`src/rtl/fsm_se4s_pkg.sv`:
```
// Shared types and constants for the se4s phase scheduler and its 4-state sequencer.
package fsm_se4s_pkg;

   localparam int CNT_W_DEFAULT = 8;

   typedef enum logic [1:0] {
      IDLE  = 2'b00,
      RUN   = 2'b01,
      REST  = 2'b10,
      ABORT = 2'b11
   } ctrl_e;

   // Sequencer phase encoding, shared with the phase-driven datapath.
   localparam logic [1:0] S0 = 2'b00;
   localparam logic [1:0] S1 = 2'b01;
   localparam logic [1:0] S2 = 2'b10;
   localparam logic [1:0] S3 = 2'b11;

endpackage

```
`src/rtl/fsm_se4s_sequencer.sv`:
```
// 4-state sequential-encoded sequencer: walks S0->S1->S2->S3->S0, one step per transition strobe.
module fsm_se4s_sequencer
   import fsm_se4s_pkg::*;
(
   input  logic       clk,
   input  logic       rst,
   input  logic       t01_i,
   input  logic       t12_i,
   input  logic       t23_i,
   input  logic       t30_i,
   output logic [1:0] st_o
);

   logic [1:0] st_q, st_d;

   // NOTE: sequential state uses non-blocking assignments so every flop samples pre-edge values.
   always_ff @(posedge clk or posedge rst) begin
      if (rst) st_q <= S0;
      else     st_q <= st_d;
   end

   always_comb begin
      st_d = st_q;
      unique case (st_q)
         S0: if (t01_i) st_d = S1;
         S1: if (t12_i) st_d = S2;
         S2: if (t23_i) st_d = S3;
         S3: if (t30_i) st_d = S0;
      endcase
   end

   always_comb st_o = st_q;

endmodule

```
`src/rtl/fsm_se4s_phase_scheduler.sv`:
```
// Timed controller generating the sequencer transition strobes with programmable per-phase dwell,
// start/busy/done handshake, abort path and post-run rest interval.
module fsm_se4s_phase_scheduler
   import fsm_se4s_pkg::*;
#(
   parameter int CNT_W = CNT_W_DEFAULT
) (
   input  logic             clk,
   input  logic             rst,
   input  logic             start,
   input  logic             abort,
   input  logic [CNT_W-1:0] dwell0,
   input  logic [CNT_W-1:0] dwell1,
   input  logic [CNT_W-1:0] dwell2,
   input  logic [CNT_W-1:0] dwell3,
   output logic [1:0]       st,
   output logic             busy,
   output logic             done,
   output logic             aborted
);

   ctrl_e                  ctrl_q, ctrl_d;
   logic [CNT_W-1:0]       cnt_q, cnt_d;
   logic [3:0][CNT_W-1:0]  sh_q, sh_d;
   logic                   busy_q, busy_d;
   logic                   done_q, done_d;
   logic                   aborted_q, aborted_d;

   logic accept, adv;
   logic t01, t12, t23, t30;

   fsm_se4s_sequencer u_seq (
      .clk   (clk),
      .rst   (rst),
      .t01_i (t01),
      .t12_i (t12),
      .t23_i (t23),
      .t30_i (t30),
      .st_o  (st)
   );

   always_ff @(posedge clk or posedge rst) begin
      if (rst) begin
         ctrl_q    <= IDLE;
         cnt_q     <= '0;
         sh_q      <= '0;
         busy_q    <= 1'b0;
         done_q    <= 1'b0;
         aborted_q <= 1'b0;
      end else begin
         ctrl_q    <= ctrl_d;
         cnt_q     <= cnt_d;
         sh_q      <= sh_d;
         busy_q    <= busy_d;
         done_q    <= done_d;
         aborted_q <= aborted_d;
      end
   end

   // Strobes: abort forces the current phase forward regardless of the counter.
   always_comb begin
      accept = (ctrl_q == IDLE) && start && !abort;
      adv    = 1'b0;
      unique case (ctrl_q)
         RUN:     adv = abort || (cnt_q == '0);
         ABORT:   adv = (st != S0);
         default: adv = 1'b0;
      endcase
      t01 = accept;
      t12 = adv && (st == S1);
      t23 = adv && (st == S2);
      t30 = adv && (st == S3);
   end

   // NOTE: every variable gets a default before the case so no path leaves it unassigned (no latches).
   always_comb begin
      ctrl_d    = ctrl_q;
      cnt_d     = cnt_q;
      sh_d      = sh_q;
      done_d    = 1'b0;
      aborted_d = 1'b0;
      unique case (ctrl_q)
         IDLE: begin
            if (accept) begin
               ctrl_d = RUN;
               cnt_d  = dwell1;
               sh_d   = {dwell3, dwell2, dwell1, dwell0};
            end
         end
         RUN: begin
            if (abort) begin
               ctrl_d = ABORT;
               cnt_d  = '0;
            end else if (cnt_q == '0) begin
               // Next phase's dwell; S3 wraps to the S0 rest dwell.
               cnt_d = sh_q[st + 2'd1];
               if (st == S3) begin
                  ctrl_d = REST;
                  done_d = 1'b1;
               end
            end else begin
               cnt_d = cnt_q - CNT_W'(1);
            end
         end
         REST: begin
            if (abort) begin
               ctrl_d    = IDLE;
               cnt_d     = '0;
               aborted_d = 1'b1;
            end else if (cnt_q == '0) begin
               ctrl_d = IDLE;
            end else begin
               cnt_d = cnt_q - CNT_W'(1);
            end
         end
         ABORT: begin
            if (st == S0) begin
               ctrl_d    = IDLE;
               aborted_d = 1'b1;
            end
         end
      endcase
      busy_d = (ctrl_d != IDLE);
   end

   always_comb begin
      busy    = busy_q;
      done    = done_q;
      aborted = aborted_q;
   end

endmodule

```
`config.mk`:
```
export PLATFORM = sky130hd
export DESIGN_NAME = fsm_se4s_phase_scheduler
export DESIGN_NICKNAME = d
export VERILOG_FILES = /design/src/rtl/fsm_se4s_pkg.sv /design/src/rtl/fsm_se4s_sequencer.sv /design/src/rtl/fsm_se4s_phase_scheduler.sv
export SDC_FILE = /design/constraint.sdc
export NUM_CORES = 1
export LEC_CHECK = 0
export ABC_AREA = 1
export BUFFER_PORTS_ARGS = -buffer_cell sky130_fd_sc_hd__buf_2
export CAP_MARGIN = 20
export CELL_PAD_IN_SITES_DETAIL_PLACEMENT = 0
export CELL_PAD_IN_SITES_GLOBAL_PLACEMENT = 1
export CORE_MARGIN = 2
export CORE_UTILIZATION = 44
export CTS_CLUSTER_DIAMETER = 40
export CTS_CLUSTER_SIZE = 28
export DETAILED_ROUTE_END_ITERATION = 8
export GPL_TIMING_DRIVEN = 0
export HOLD_SLACK_MARGIN = 0.15
export PLACE_DENSITY = 0.88
export RECOVER_POWER = 50
export SLEW_MARGIN = 20
export SYNTH_ARGS = -nofsm -noshare
export SYNTH_HDL_FRONTEND = slang
export SYNTH_SLANG_ARGS = --single-unit
```
`constraint.sdc`:
```
create_clock -name clk -period 3.8 [get_ports clk]
set_input_delay 0.19 -clock clk [delete_from_list [all_inputs] [get_ports clk]]
set_output_delay 0.19 -clock clk [all_outputs]
set_load 0.005 [all_outputs]
```
==> results of run 1 <==
layer usage:
metal,vias up,routed length (um),track usage (%)
met5,-,0,0
met4,0,53,4.40
met3,4,235,3.93
met2,53,3440,36.4
met1,1219,3280,28.8
li1,1374,-,-
kinds of logic after synthesis:
logic type | share of synthesized area, %
flip-flops | 41.6
AND/OR/NAND/NOR | 37.3
XOR/XNOR | 0.310
adder cells (fa/ha/maj) | 4.87
AO/OA/AOI/OAI | 7.70
buffers and inverters | 8.19
power by group through the flow:
stage          logic, mW  clock network, mW  registers (mW)
2_1_floorplan       1.12                  0           0.884
3_3_place_gp        1.42                  0           0.927
3_5_place_dp        1.45                  0           0.936
4_1_cts             1.48              0.338           0.926
5_1_grt             1.71              0.360           0.963
6_report            1.46              0.333           0.926
how the worst min path moves through the flow:
stage | start | end | slack [ns] | cells past startpoint
after floorplan | dwell0[4] | sh_q[4]$_DFFE_PP0P_ | 0.31 | 2
after CTS | dwell1[5] | sh_q[13]$_DFFE_PP0P_ | 0.17 | 3
after global routing | dwell1[7] | sh_q[15]$_DFFE_PP0P_ | 0.20 | 3
after global placement | dwell3[7] | sh_q[31]$_DFFE_PP0P_ | 0.39 | 3
final | dwell1[7] | sh_q[15]$_DFFE_PP0P_ | 0.16 | 3
after detailed placement | rst | busy$_DFF_PP0_ | 0.29 | 2
synthesized netlist by cell type (all sizes together):
cell type    n
o31ai        1
ha          11
nor2        18
buf         10
dfrtp       47
nand3       31
xor2         1
o21ai       19
nand2      190
a21oi       14
clkbuf       4
a21boi       1
inv         37
o22ai        2
nand4        6
nand3b       1
clkinv       2
flip-flops by register name, summed over array words and instances, names as in the netlist:
signal and flops:
done 1, sh_q 32, cnt_q 8, aborted 1
busy 1, ctrl_q 2, u_seq.st_o 2
final cells by class:
cell class	instances	area share, %
Buffer	14	2.42
Inverter	39	4.25
Sequential cell	47	33.9
Tap cell	77	2.78
Timing Repair Buffer	65	12.9
Multi-Input combinational cell	295	40.9
Clock inverter	2	0.469
Clock buffer	6	2.38
stage by stage:
stage	power (mW)	instance area [um^2]	util [%]	setup WS (ns)	cells
after detailed placement	2.39	3150	50.1	1.46	512
after global routing	3.03	3470	55.3	1.03	545
after CTS	2.74	3490	55.7	1.44	545
after global placement	2.35	3120	49.7	1.47	511
final	2.72	3470	55.3	1.47	545
after floorplan	2.01	2830	-	1.88	395
critical path: stages, from the launching register on:
cell and delay [ns]:
dfrtp_1 0.42, buf_2 0.23, inv_2 0.11, buf_4 0.20, ha_1 0.29, buf_2 0.18
inv_1 0.22, nand3_1 0.13, nand2_1 0.09, a21oi_1 0.06, o21ai_1 0.07, nand3_1 0.10
nand2_1 0.08, nand2_1 0.04
==> results.json, run 1 <==
{
  "critPathLaunchType": "flop",
  "portBuffers": 39,
  "reg2reg_slack_ns": 1.47,
  "final_nets": 514,
  "grt_max_degree": 27,
  "p_int_mw": 1.44,
  "synthCells": 395,
  "dpl.hpwl_um": 5110,
  "grt_pass1_wl_um": 12300,
  "finClkSkew_ns": 0.00557,
  "clock_sinks": 47,
  "tritoncts": "done",
  "pwr-share-seq_pct": 34.0,
  "die_area_mm2": 0.00708,
  "track_usage_pct": 21.4,
  "synth_top_area_share_pct": 41.6,
  "clock_power_share_pct": 12.2,
  "crit_type": "flop to flop",
  "synth.avg_cell_area_um2": 7.16,
  "status": "finished clean",
  "boundaryPins": 41,
  "cts_root_buf": "clkbuf_8",
  "cts_setup_buffers": 0,
  "ys_seq_area_share_pct": 41.6,
  "rsz0062_at_grt": "false",
  "arrival_ns": 2.53,
  "drt_iter0_markers": 187,
  "gp_congestion": 0.869,
  "htree_num_levels": 2,
  "finalCritPeriodShare_pct": 61.3,
  "grt-ovfl-total": 0,
  "synthesis.nets": 442,
  "drv_cap": 0,
  "drc_errors": 0,
  "power_switching_mw": 1.28,
  "die_y_um": 84.2,
  "cp-startpoint": "u_seq.st_o[0]$_DFFE_PP0P_",
  "drt_first_pass_iters": 5,
  "relSlewSlack_pct": 14.7,
  "timing.setup.tns_ns": 0,
  "hold_buffers": 25,
  "clk_transition_reported_paths_ns": 0.09,
  "synthToLayoutAreaGrowth_pct": 22.8,
  "synthDistinctLibCells": 32,
  "diodes": 0,
  "rr_startpoint": "u_seq.st_o[0]$_DFFE_PP0P_",
  "hold_viol_final": 0,
  "end_kind": "flop",
  "p_per_area_mw_per_mm2": 784,
  "antenna_found_initial": 0,
  "fmax_mhz": 430,
  "worst_pin_slew_ns": 1.28,
  "crit_end": "cnt_q[2]$_DFFE_PP0P_",
  "holdWs_ns": 0.165,
  "layout-drive-gt1-share_pct": 16.5,
  "finalCriticalPeriod_ns": 2.33,
  "yosysWarnings": 0,
  "nFillCells": 619,
  "final_common_cell": "nand2_1",
  "die_w_um": 84.2,
  "fp.coreArea_mm2": 0.00628,
  "ctsResizeCount": 0,
  "comb_power_share_pct": 53.7,
  "synth_area_leaders": "dfrtp_1, nand2_1, nand3_1, ha_1, inv_1",
  "ant_nets": 0,
  "synth_area_mm2": 0.00283,
  "seq_area_mm2": 0.00118,
  "clk_latency_ns": 0.31,
  "grt_pass1_vias": 2530,
  "cp.required_ns": 4.01,
  "layout_common_cells": "nand2_1, dfrtp_1, buf_2",
  "finalSetupViolCount": 0,
  "viasPerCell": 4.86,
  "yosys.area.top_type": "dfrtp_1",
  "synth-seq-cells": 47,
  "num_vias": 2650,
  "r2r-end": "cnt_q[2]$_DFFE_PP0P_",
  "hold_path.class": "primary input to flop",
  "reg2regPathDepth": 13,
  "totalWireLength_um": 7010,
  "rows": 29,
  "swShare_pct": 46.9,
  "cts_buffer_depth": 2,
  "routedWlPerCell_um": 12.9,
  "worstPathMaxFanout": 11,
  "power.leakage_nw": 1.89,
  "start_util_pct": 45.0,
  "drv_slew": 0,
  "numCtsBuffers": 5,
  "peakVddDrop_mv": 0.343,
  "multi_input_area_mm2": 0.00142
}
(Power assumes the default switching activity.)
==> run 2: changes to the inputs <==
CORE_UTILIZATION = 41   (was 44)
PLACE_DENSITY = 0.83   (was 0.88)
clock period = 2.3 ns   (was 3.8 ns; I/O delays follow)
==> run 2 against run 1 <==
Compared with the run above: clock-buffer cell count unchanged; sequential power increased by 64%; power increased by 71%; cell area increased by 3.3%; first-iteration DRC count decreased by 45%.
==> results.json, run 2 (synthesis gave the netlist of run 1 again) <==
{
  "fmax_mhz": 469,
  "drv_cap": 0,
  "cts_buffer_depth": 2,
  "p_per_area_mw_per_mm2": 1290,
  "dp.cells": 515,
  "cts_root_buf": "clkbuf_8",
  "diodes": 0,
  "totalWireLength_um": 7020,
  "end_kind": "flop",
  "numCtsBuffers": 5,
  "crit_type": "flop to flop",
  "clock_sinks": 47,
  "arrival_ns": 2.34,
  "rows": 30,
  "relSlewSlack_pct": 45.5,
  "die_w_um": 87.0,
  "final_common_cell": "nand2_1",
  "grt-ovfl-total": 0,
  "worst_pin_slew_ns": 0.818,
  "viasPerCell": 4.77,
  "finalCritPeriodShare_pct": 92.6,
  "critPathLaunchType": "flop",
  "num_vias": 2653,
  "layout_common_cells": "nand2_1, dfrtp_1, buf_2",
  "tritoncts": "done",
  "hold_viol_final": 0,
  "finalCriticalPeriod_ns": 2.13,
  "status": "finished clean",
  "grt_pass1_vias": 2491,
  "clk_transition_reported_paths_ns": 0.10,
  "hold_path.class": "primary input to flop",
  "portBuffers": 39,
  "antenna_found_initial": 0,
  "die_area_mm2": 0.00757,
  "synthToLayoutAreaGrowth_pct": 26.9,
  "grt_pass1_wl_um": 11900,
  "drt_first_pass_iters": 4,
  "start_util_pct": 42.1,
  "finClkSkew_ns": 0.00943,
  "cp.required_ns": 2.51,
  "regMostFlops": "sh_q",
  "final_nets": 522,
  "drt_iter0_markers": 102,
  "htree_num_levels": 2,
  "layout-drive-gt1-share_pct": 16.4,
  "grt_max_degree": 34,
  "drc_errors": 0,
  "finalSetupViolCount": 0,
  "largest_register_ffs": 32,
  "fp.coreArea_mm2": 0.00672,
  "gp_congestion": 0.848,
  "power.leakage_nw": 1.94,
  "nFillCells": 672,
  "clk_latency_ns": 0.30,
  "postLayoutCoreUtil_pct": 53.4,
  "ant_nets": 0,
  "dpl.hpwl_um": 5140,
  "die_y_um": 87.0,
  "drv_slew": 0,
  "worstPathMaxFanout": 11,
  "instances_no_fill": 556,
  "boundaryPins": 41,
  "routedWlPerCell_um": 12.6,
  "fin_total_pwr_mw": 4.64,
  "track_usage_pct": 19.9,
  "largestRegisters": "sh_q x32, cnt_q x8",
  "cts_setup_buffers": 0,
  "peakVddDrop_mv": 0.472
}
-- run 2: path summary, 6_finish.rpt --
path                                      startpoint              endpoint  slack [ns]  cells past startpoint
max                        u_seq.st_o[0]$_DFFE_PP0P_  cnt_q[2]$_DFFE_PP0P_        0.17                     13
min                                            abort   sh_q[2]$_DFFE_PP0P_        0.18                      4
max reg2reg                u_seq.st_o[0]$_DFFE_PP0P_  cnt_q[2]$_DFFE_PP0P_        0.17                     13
min reg2reg                     sh_q[20]$_DFFE_PP0P_  sh_q[20]$_DFFE_PP0P_        0.48                      2
max in group asynchronous                        rst  cnt_q[0]$_DFFE_PP0P_        0.70                      4
min in group asynchronous                        rst  cnt_q[6]$_DFFE_PP0P_        0.40                      3
-- run 2: power by group --
group          leakage (nW)  switching (mW)  internal (mW)
clock network        0.0618           0.299          0.358
registers             0.585           0.286           1.24
logic                  1.29            1.54          0.925
total                  1.94            2.12           2.52
-- run 2: stage by stage --
| stage | setup slack [ns] | hold slack [ns] | instance area (um^2) | TNS (ns) |
|---|---|---|---|---|
| after floorplan | 0.376 | 0.232 | 2830 | 0 |
| after global placement | -0.0717 | 0.317 | 3120 | -0.0860 |
| after detailed placement | -0.0583 | 0.105 | 3140 | -0.0633 |
| after CTS | 0.0243 | 0.171 | 3590 | 0 |
| after global routing | -0.00738 | 0.182 | 3590 | -0.00738 |
| final | 0.170 | 0.177 | 3590 | 0 |
-- run 2: layout make-up --
cell class	count	area (um^2)	share of cell area, %
tap	80	100	2.79
inverter	39	150	4.19
sequential	47	1180	32.8
clock buffer	6	82.6	2.30
multi-input combinational	295	1420	39.6
clock inverter	2	38.8	1.08
timing repair buffer	73	529	14.8
buffer	14	90.1	2.51
-- run 2: worst max-delay path, cell delays in order (launching register included) --
cell and delay, ns:
dfrtp_1 0.42, clkbuf_4 0.20, inv_2 0.14, buf_6 0.17, ha_1 0.24, buf_2 0.20, inv_4 0.12, nand3_1 0.10
nand2_1 0.09, a21oi_1 0.06, o21ai_1 0.07, nand3_1 0.10, nand2_1 0.08, nand2_1 0.04
-- run 2: per-layer routing --
metal  vias to the layer above  global-route usage [%]  part of all wire, %
met5                         -                       0                    0
met4                         0                    4.55                 0.67
met3                         4                    2.84                  3.8
met2                        54                    33.7                   48
met1                      1200                    26.8                   47
li1                       1395                       -                    -
-- run 2: what timing repair did --
| item | 4_1_cts | 5_1_grt |
|---|---|---|
| setup endpoints to repair | 2 | 6 |
| hold buffers | 33 | 0 |
| hold endpoints to repair | 79 | 0 |
| gates resized for setup | 1 | 3 |
==> run 3: changes to the inputs <==
CORE_ASPECT_RATIO = 1.4   (was not set)
==> run 3 against run 2 <==
Compared with the run above: power is 1.6% lower; sequential share of layout area decreased by 0.080 points; sequential power barely moved; cell area increased by 0.24%; clock skew fell by 0.0032 ns; cell count up 2.5%; combinational power rose by 3%; setup slack improved by 0.015 ns; critical path depth stayed put; register-to-register slack about the same; highest routed layer unchanged.
==> results.json, run 3 (synthesis gave the netlist of run 1 again) <==
{
  "p_per_area_mw_per_mm2": 1270,
  "portBuffers": 39,
  "grt_pass1_wl_um": 11900,
  "postLayoutCoreUtil_pct": 54.4,
  "drv_slew": 0,
  "clk_transition_reported_paths_ns": 0.09,
  "crit_type": "flop to flop",
  "ant_nets": 0,
  "largest_register_ffs": 32,
  "layout_common_cells": "nand2_1, dfrtp_1, buf_2",
  "numCtsBuffers": 5,
  "cts_buffer_depth": 2,
  "whs_path_depth": 4,
  "cp.depth": 13,
  "dpl.hpwl_um": 5180,
  "clock_sinks": 47,
  "cp_num_buf_inv": 5,
  "gp_congestion": 0.788,
  "reg2regPathDepth": 13,
  "rr_startpoint": "u_seq.st_o[0]$_DFFE_PP0P_",
  "finalCriticalPeriod_ns": 2.12,
  "relSlewSlack_pct": 49.9,
  "path_cells": "buf_6 -> inv_2 -> buf_4 -> ha_1 -> buf_4 -> clkinvlp_4 -> nand3_1 -> nand2_1 -> a21oi_1 -> o21ai_1 -> nand3_1 -> nand2_1 -> nand2_1",
  "regMostFlops": "sh_q",
  "synthToLayoutAreaGrowth_pct": 27.2,
  "cpMostUsedCell": "nand2_1",
  "nFillCells": 676,
  "peakVddDrop_mv": 0.571,
  "layout-drive-gt1-share_pct": 16.9,
  "track_usage_pct": 20.3,
  "largestRegisters": "sh_q x32, cnt_q x8",
  "routedWlPerCell_um": 12.3,
  "max_stage_delay_ns": 0.40,
  "rsz0062_at_grt": "false",
  "antenna_found_initial": 0,
  "worstPathMaxFanout": 11,
  "crit_family": "buffers and inverters",
  "end_kind": "flop",
  "cpMaxStageDelayCell": "dfrtp_1",
  "viasPerCell": 4.60,
  "fp.coreArea_mm2": 0.00661,
  "finalCritPeriodShare_pct": 92.0,
  "grt_pass1_vias": 2532,
  "start_util_pct": 42.7,
  "power.leakage_nw": 1.94,
  "clk_latency_ns": 0.30,
  "drt_iter0_markers": 142,
  "holdWs_ns": 0.182,
  "num_vias": 2624,
  "multi_input_area_mm2": 0.00142,
  "fmax_mhz": 473,
  "die_area_mm2": 0.00758,
  "hold_viol_final": 0,
  "arrival_ns": 2.36,
  "drt_first_pass_iters": 4,
  "min_from": "abort",
  "status": "finished clean",
  "final_nets": 525,
  "die_w_um": 74.2,
  "grt_max_degree": 30,
  "worst_pin_slew_ns": 0.751,
  "grt-ovfl-total": 0,
  "timing.setup.tns_ns": 0,
  "totalWireLength_um": 7000,
  "seq_area_mm2": 0.00118,
  "drc_errors": 0,
  "critPathLaunchType": "flop",
  "htree_num_levels": 2,
  "r2r-end": "cnt_q[2]$_DFFE_PP0P_",
  "hold_path.class": "primary input to flop",
  "cp.required_ns": 2.54,
  "whs_endpoint": "sh_q[2]$_DFFE_PP0P_",
  "tritoncts": "done",
  "diodes": 0,
  "finalSetupViolCount": 0,
  "die_y_um": 102,
  "reg2reg_slack_ns": 0.18,
  "drv_cap": 0,
  "rows": 35,
  "finClkSkew_ns": 0.00625,
  "final_common_cell": "nand2_1",
  "boundaryPins": 41,
  "cts_root_buf": "clkbuf_8"
}
==> run 3: how the worst max path moves through the flow <==
stage	from	to
2_1_floorplan	u_seq.st_o[0]$_DFFE_PP0P_	cnt_q[2]$_DFFE_PP0P_
3_5_place_dp	u_seq.st_o[0]$_DFFE_PP0P_	cnt_q[4]$_DFFE_PP0P_
3_3_place_gp	u_seq.st_o[0]$_DFFE_PP0P_	cnt_q[2]$_DFFE_PP0P_
6_report	u_seq.st_o[0]$_DFFE_PP0P_	cnt_q[2]$_DFFE_PP0P_
4_1_cts	u_seq.st_o[0]$_DFFE_PP0P_	cnt_q[2]$_DFFE_PP0P_
5_1_grt	u_seq.st_o[0]$_DFFE_PP0P_	cnt_q[2]$_DFFE_PP0P_
==> run 3: stage by stage <==
stage                     setup WS (ns)  instance area, um^2  cells  power (mW)
final                             0.185                 3590    570        4.57
after global routing             0.0122                 3590    570        5.07
after CTS                        0.0310                 3590    568        4.55
after detailed placement         0.0185                 3160    527        3.94
after global placement           0.0276                 3140    526        3.89
after floorplan                   0.376                 2830    395        3.32
==> run 3: final cells by class <==
type,count,share of cell area [%]
clock buffer,6,2.30
tap,92,3.20
buffer,14,2.58
timing repair buffer,76,15.4
clock inverter,1,0.139
sequential,47,32.7
multi-input combinational,295,39.5
inverter,39,4.21
==> run 3: routing by layer <==
layer / track usage (%) / part of all wire [%] / vias to the layer above
met5: 0 / 0 / -
met4: 5.03 / 0.96 / 0
met3: 2.37 / 2.7 / 5
met2: 37.6 / 53 / 44
met1: 24.7 / 43 / 1181
li1: - / - / 1394
==> run 3: timing repair <==
action,4_1_cts,5_1_grt
gates resized for setup,2,3
endpoints found under the hold margin,50,0
endpoints found under the setup margin,3,7
hold buffers,33,0
buffers inserted,1,2
==> run 3: where the power goes <==
group / internal (mW) / switching (mW)
sequential: 1.24 / 0.289
clock: 0.236 / 0.270
combinational: 0.988 / 1.54
==> run 3: worst register-to-register path: cells and delay by family, from the launching register on <==
kind | cells | cell delay (ns)
fa+ha+maj | 1 | 0.29
compound gates | 2 | 0.21
flops | 1 | 0.40
simple gates | 5 | 0.37
buf+inv | 5 | 0.79
